**config.mk**
```make
export PLATFORM = sky130hd
export DESIGN_NAME = mac_sequencer
export DESIGN_NICKNAME = d
export VERILOG_FILES = /design/src/rtl/mac_sequencer.sv
export SDC_FILE = /design/constraint.sdc
export NUM_CORES = 1
export LEC_CHECK = 0
export ABC_AREA = 1
export BUFFER_PORTS_ARGS = -buffer_cell sky130_fd_sc_hd__clkbuf_2
export CAP_MARGIN = 20
export CORE_MARGIN = 1.5
export CORE_UTILIZATION = 45
export CTS_BUF_LIST = sky130_fd_sc_hd__clkbuf_16
export CTS_CLUSTER_DIAMETER = 120
export DETAILED_ROUTE_END_ITERATION = 7
export PLACE_DENSITY = 0.79
export SYNTH_ARGS = -nofsm -noshare
export SYNTH_HDL_FRONTEND = slang
export SYNTH_SLANG_ARGS = --single-unit
export TNS_END_PERCENT = 10
```
**constraint.sdc**
```tcl
create_clock -name clk -period 1.9 [get_ports clk]
set_clock_uncertainty 0.1 [all_clocks]
set_input_delay 0.38 -clock clk [delete_from_list [all_inputs] [get_ports clk]]
set_output_delay 0.38 -clock clk [all_outputs]
set_load 0.01 [all_outputs]
```
**src/rtl/mac_sequencer.sv**
```systemverilog
// mac_sequencer: sequences one MAC lane through a dot-product job.
//   A start (with len) clears the MAC, streams len operand pairs into it
//   over a valid/ready handshake, then captures the accumulator and offers
//   it on a result handshake. abort cancels any job in flight.
// Ports:
//   clk, rst_n              clock, asynchronous active-low reset
//   start, len, abort       job control (start/len sampled only in IDLE)
//   busy                    high whenever not IDLE
//   in_valid/in_ready       operand handshake, in_a/in_b operands
//   mac_en, mac_clr         MAC enable / clear
//   mac_a, mac_b            operand pass-through to the MAC
//   mac_cout                MAC accumulator output
//   res_valid/res_ready     result handshake, res_data captured result
module mac_sequencer #(
   parameter int DATA_WIDTH = 8,
   parameter int LEN_WIDTH  = 8
) (
   input  logic                      clk,
   input  logic                      rst_n,
   input  logic                      start,
   input  logic [LEN_WIDTH-1:0]      len,
   input  logic                      abort,
   output logic                      busy,
   input  logic                      in_valid,
   output logic                      in_ready,
   input  logic [DATA_WIDTH-1:0]     in_a,
   input  logic [DATA_WIDTH-1:0]     in_b,
   output logic                      mac_en,
   output logic                      mac_clr,
   output logic [DATA_WIDTH-1:0]     mac_a,
   output logic [DATA_WIDTH-1:0]     mac_b,
   input  logic [3*DATA_WIDTH-1:0]   mac_cout,
   output logic                      res_valid,
   input  logic                      res_ready,
   output logic [3*DATA_WIDTH-1:0]   res_data
);

   typedef enum logic [2:0] {
      S_IDLE,
      S_CLEAR,
      S_ACCUM,
      S_CAPTURE,
      S_RESULT
   } state_e;

   state_e                    state_q, state_d;
   logic [LEN_WIDTH-1:0]      remaining_q, remaining_d;
   logic                      res_valid_q, res_valid_d;
   logic [3*DATA_WIDTH-1:0]   res_data_q, res_data_d;

   // Operands go straight to the MAC so it accumulates on the accepting edge.
   assign mac_a     = in_a;
   assign mac_b     = in_b;
   assign res_valid = res_valid_q;
   assign res_data  = res_data_q;

   always_ff @(posedge clk or negedge rst_n) begin
      if (!rst_n) begin
         state_q     <= S_IDLE;
         remaining_q <= '0;
         res_valid_q <= 1'b0;
         res_data_q  <= '0;
      end else begin
         state_q     <= state_d;
         remaining_q <= remaining_d;
         res_valid_q <= res_valid_d;
         res_data_q  <= res_data_d;
      end
   end

   always_comb begin
      state_d     = state_q;
      remaining_d = remaining_q;
      res_valid_d = res_valid_q;
      res_data_d  = res_data_q;
      busy        = (state_q != S_IDLE);
      in_ready    = 1'b0;
      mac_en      = 1'b0;
      mac_clr     = 1'b0;

      if (abort) begin
         // Abort outranks everything; in IDLE it only suppresses a start.
         if (state_q != S_IDLE) begin
            state_d     = S_IDLE;
            remaining_d = '0;
            res_valid_d = 1'b0;
            mac_clr     = 1'b1;
         end
      end else begin
         case (state_q)
            S_IDLE: begin
               if (start) begin
                  remaining_d = len;
                  state_d     = S_CLEAR;
               end
            end
            S_CLEAR: begin
               mac_clr = 1'b1;
               state_d = (remaining_q != '0) ? S_ACCUM : S_CAPTURE;
            end
            S_ACCUM: begin
               in_ready = 1'b1;
               mac_en   = in_valid;
               if (in_valid) begin
                  remaining_d = remaining_q - LEN_WIDTH'(1);
                  if (remaining_q == LEN_WIDTH'(1)) begin
                     state_d = S_CAPTURE;
                  end
               end
            end
            S_CAPTURE: begin
               res_data_d  = mac_cout;
               res_valid_d = 1'b1;
               state_d     = S_RESULT;
            end
            S_RESULT: begin
               if (res_ready) begin
                  res_valid_d = 1'b0;
                  state_d     = S_IDLE;
               end
            end
            default: state_d = S_IDLE;
         endcase
      end
   end

endmodule

```
## After elaboration in Yosys (flattened, before gate mapping)

Index checks and enable logic that the tools add are counted.

| word-level totals | value |
|---|---|
| register bits | 36 |
| bits in latches | 0 |
| bits in writable memories | 0 |
| ROM bits | 0 |
| bits of input ports | 54 |
| output and inout port bits | 45 |
| word-level logic and storage cells | 49 |
| memories | 0 |

| operators by class | value |
|---|---|
| add/sub/neg operators | 1 |
| $mul | 0 |
| div/mod/pow operators | 0 |
| $lt $le $gt $ge | 0 |
| equal/unequal tests | 10 |
| shift operators | 0 |
| multiplexer cells | 24 |
| bitwise operators | 1 |
| reductions and logical operators | 9 |

Operators by type and width:

| kind | count |
|---|---|
| 8-bit two-way mux | 4 |
| 3-bit two-way mux | 6 |
| 8-bit one-hot mux with 2 select lines | 1 |
| 3-bit one-hot mux with 5 select lines | 1 |
| 3-bit != test, second input constant | 4 |
| 1-bit two-way mux | 11 |
| 3-bit nonzero test | 3 |
| 8-bit by 1-bit equality test with 1-bit output, second input constant | 1 |
| 8-bit nonzero test | 1 |
| 8-bit by 1-bit subtractor with 8-bit output, second input constant | 1 |
| 3-bit by 2-bit equality test with 1-bit output, second input constant | 2 |
| 5-bit AND reduction | 1 |
| 4-bit AND reduction | 1 |
| 3-bit by 1-bit equality test with 1-bit output, second input constant | 1 |
| 3-bit equality test, second input constant | 1 |
| 3-bit zero test | 1 |
| 3-bit AND reduction | 1 |
| 2-bit by 1-bit != test with 1-bit output, second input constant | 1 |
| 1-bit one-hot mux with 2 select lines | 1 |
| 2-bit AND reduction | 1 |
| 1-bit NOT | 1 |

## Longest topological paths before layout

| depth | value |
|---|---|
| depth in word-level cells | 5 |
| depth in mapped cells | 9 |
| mapped depth without buffers | 9 |

## Worst setup path after synthesis

OpenSTA, ideal clock, no wires.

| path | value |
|---|---|
| path type | reg2out |
| start | register state_q[2] |
| end | output in_ready |
| arrival | 1.009 ns |
| required time | 1.420 ns |
| setup slack | 0.411 ns |
| cell stages (with the launch flop) | 4 |
| path buffers | 0 |
| path through | dfrtp_1 nor3_4 inv_2 nor2_1 |

| on the way | value |
|---|---|
| word-level cells in the longest chain between the ends | 3 |

Ends and longest elaborated chain:

| what | line | text |
|---|---|---|
| from (decl) | 46 | `state_e state_q, state_d;` |
| from (signal assigned) | 64 | `state_q <= state_d;` |
| 3-bit by 2-bit equality test with 1-bit output | 90 | `case (state_q)` |
| 1-bit two-way mux | 90 |  |
| 1-bit two-way mux | 81 | `if (abort) begin` |
| to (decl) | 25 | `output logic in_ready,` |

No other way between the ends.

## Final worst setup path

| path | value |
|---|---|
| start | register state_q[1] |
| end | output in_ready |

Same word-level chain as after synthesis.

==> metrics.txt <==
status completed; Die X-Extent 69.16 um; Initial DRC Count 143; vias post-DR 1735; ANT nets after route 0; sequential share of the synthesized area 0.4574; Net Count, Synth about 310; Bufs on Longest Clock Path 2; clock slew at reported path FFs approximately 60 ps; fin. max-slew vios 0; Most used DFF post-synth dfrtp_1; Final Setup Violations 0; IO Port Bufs 66; Mapped Cells around 250; Final Hold Fails 0; CP required 1420 ps; Max stage delay on crit path 390 ps; Hold EP state_q[2]; WHS Path Cells 2; Clock Root Buffer clkbuf_16; ys async rst share 1.000; Post-synth EDFFs 0; starting density of the core 0.4786; TritonCTS clock tree built; post-route setup TNS 0 ps; Synth Register Bits 36; R2R Path Start state_q[2]; fillers roughly 390; wire per inst ~12 um; critical path startpoint state_q[1]; global-route usage over all layers 0.1946; crit path kind reg -> out; largest net degree at the start of global routing 28; Chip Height between 60 and 70 um; global route overflow 0; Critical Path End Type output port; drc violations 0; slew margin rel. 0.6767; biggest area consumer among synthesized cells dfrtp_1; global-route wire length before repair 7534 um; crit-path max FO 4; worst r2r dst remaining_q[1]; core box area around 4000 sq um; max_cap viols 0; part of the cycle the worst path needs 0.9408; syn avg cell area 7.754 sq um; Die Area 4782 sq um; initial antenna violation count 0; fin crit period 1787 ps; critical path arrival 1310 ps; vias in the first global route approximately 1600; Final GP Congestion approximately 0.84; static leakage roughly 1.4 nW; Max H-tree Level 2; final wirelength around 4400 um; most frequent CP cell inv_2; num ports 99; DP HPWL between 3000 and 4000 um; layout cells sized above 1 0.3129; worst-skew pair later-pin latency about 270 ps; most common cell in the netlist nand2_1; Yosys top cell area share 0.4574; area grow syn2layout 23.32%; Crit path max-delay family flip-flops; Critical Path, Cell by Cell inv_2 > nor3_4 > inv_2 > nor2_2 > clkbuf_2; drt pass-1 iters 4; reg2reg setup slack ~420 ps; hold crit path type in -> reg; largest cells by area after synthesis dfrtp_1 (46%), nand2_1 (20%), nand3_1 (8.6%); CTS Buf Count 5; worst min-delay path startpoint res_ready; RSZ-0062 raised after global routing no; Bufs and invs on worst path 3; ANT cells 0; Synth Warn # 0; most common library cells after synthesis nand2_1 (104), dfrtp_1 (36), nand3_1 (34); via/cell ratio 4.819; Worst Tran Pin Value roughly 490 ps; Max Fclk 559.5 MHz; Power Dens Cells approximately 1600 nW/um^2; CTS sink count 36; CP max stage cell dfrtp_1; FF-to-FF path depth 8; Final nets between 300 and 400; crit start category register; Design Power 3.857 mW; worst vdd ir ~0.73 mV; FP Rows 23; mapped cell area around 2000 sq um; Unique masters post-synth 24
stage by stage:
step / area (sq um) / instances / hold WS (ps) / util / setup slack [ps]
finish: 2429 / 360 / 200.1 / 0.5901 / 112.5
detailed placement: 2245 / 351 / 258.3 / 0.5455 / 261.8
global placement: 2245 / 351 / 252.7 / 0.5455 / 335.0
global route: 2429 / 360 / 194.7 / 0.5901 / 13.11
CTS: 2422 / 360 / 191.5 / 0.5886 / 23.16
floorplan: 1969 / 254 / -15.59 / - / 411.1
worst register-to-register path: cells and delay by family, from the launching register on:
kind	cells	cell delay, ps
simple gates	7	730
flops	1	490
buf+inv	1	90
placed cells by master (no fill, tap or decap), types with 2 or more instances in the layout:
cell type,count
inv_2,5
nand2_1,104
inv_1,9
clkbuf_2,66
nand2_2,5
nor3_4,2
nand3_1,34
o21ai_0,4
nor2_2,2
nor2_1,13
o21ai_1,2
a21oi_1,2
clkbuf_16,5
dfrtp_1,35
buf_4,5
ha_1,3
sequential cells by signal, indices dropped and copies added, names as in the netlist:
name and flops:
res_data 24, state_q 3, remaining_q 8, res_valid 1
how the worst max path moves through the flow:
stage | to | depth (start not counted) | slack [ps]
2_1_floorplan | in_ready | 3 | 410
3_3_place_gp | in_ready | 4 | 340
3_5_place_dp | res_data[23] | 6 | 260
4_1_cts | mac_clr | 5 | 20
5_1_grt | in_ready | 5 | 10
6_report | in_ready | 5 | 110
metal layers:
metal,GRT usage,up-vias,share of wire
met2,0.3280,38,0.50
met5,0,-,0
met3,0.05117,6,0.045
li1,-,899,-
met1,0.2408,792,0.45
met4,0.06754,0,0.0077
where the power goes:
group	switching, mW	internal (mW)	total (mW)
Sequential	0.241	1.11	1.36
Clock	0.304	0.615	0.920
Combinational	0.961	0.619	1.58
cells by family after synthesis:
kind of cell	share of synthesized area
compound gates	0.02732
xor+xnor	0.008896
fa+ha+maj	0.01906
buf+inv	0.1156
flops	0.4574
simple gates	0.3717
repair_timing:
| item | CTS | global route |
|---|---|---|
| buffers inserted | 0 | 0 |
| endpoints found under the hold margin | 16 | 0 |
| gates resized for setup | 0 | 3 |
| hold buffers | 1 | 0 |
| setup endpoints to repair | 0 | 2 |
area by class of cell:
cell class              instances  area, sq um  share of cell area
well taps                      50        62.56             0.02576
repair buffers                 73        397.9              0.1638
multi-input cells             179        845.8              0.3483
clock inverters                 3        42.54             0.01752
flip-flops and latches         36        902.1              0.3715
clock buffers                   5        125.1             0.05152
inverters                      14        52.55             0.02164
Power figures use the tool's default switching activity.
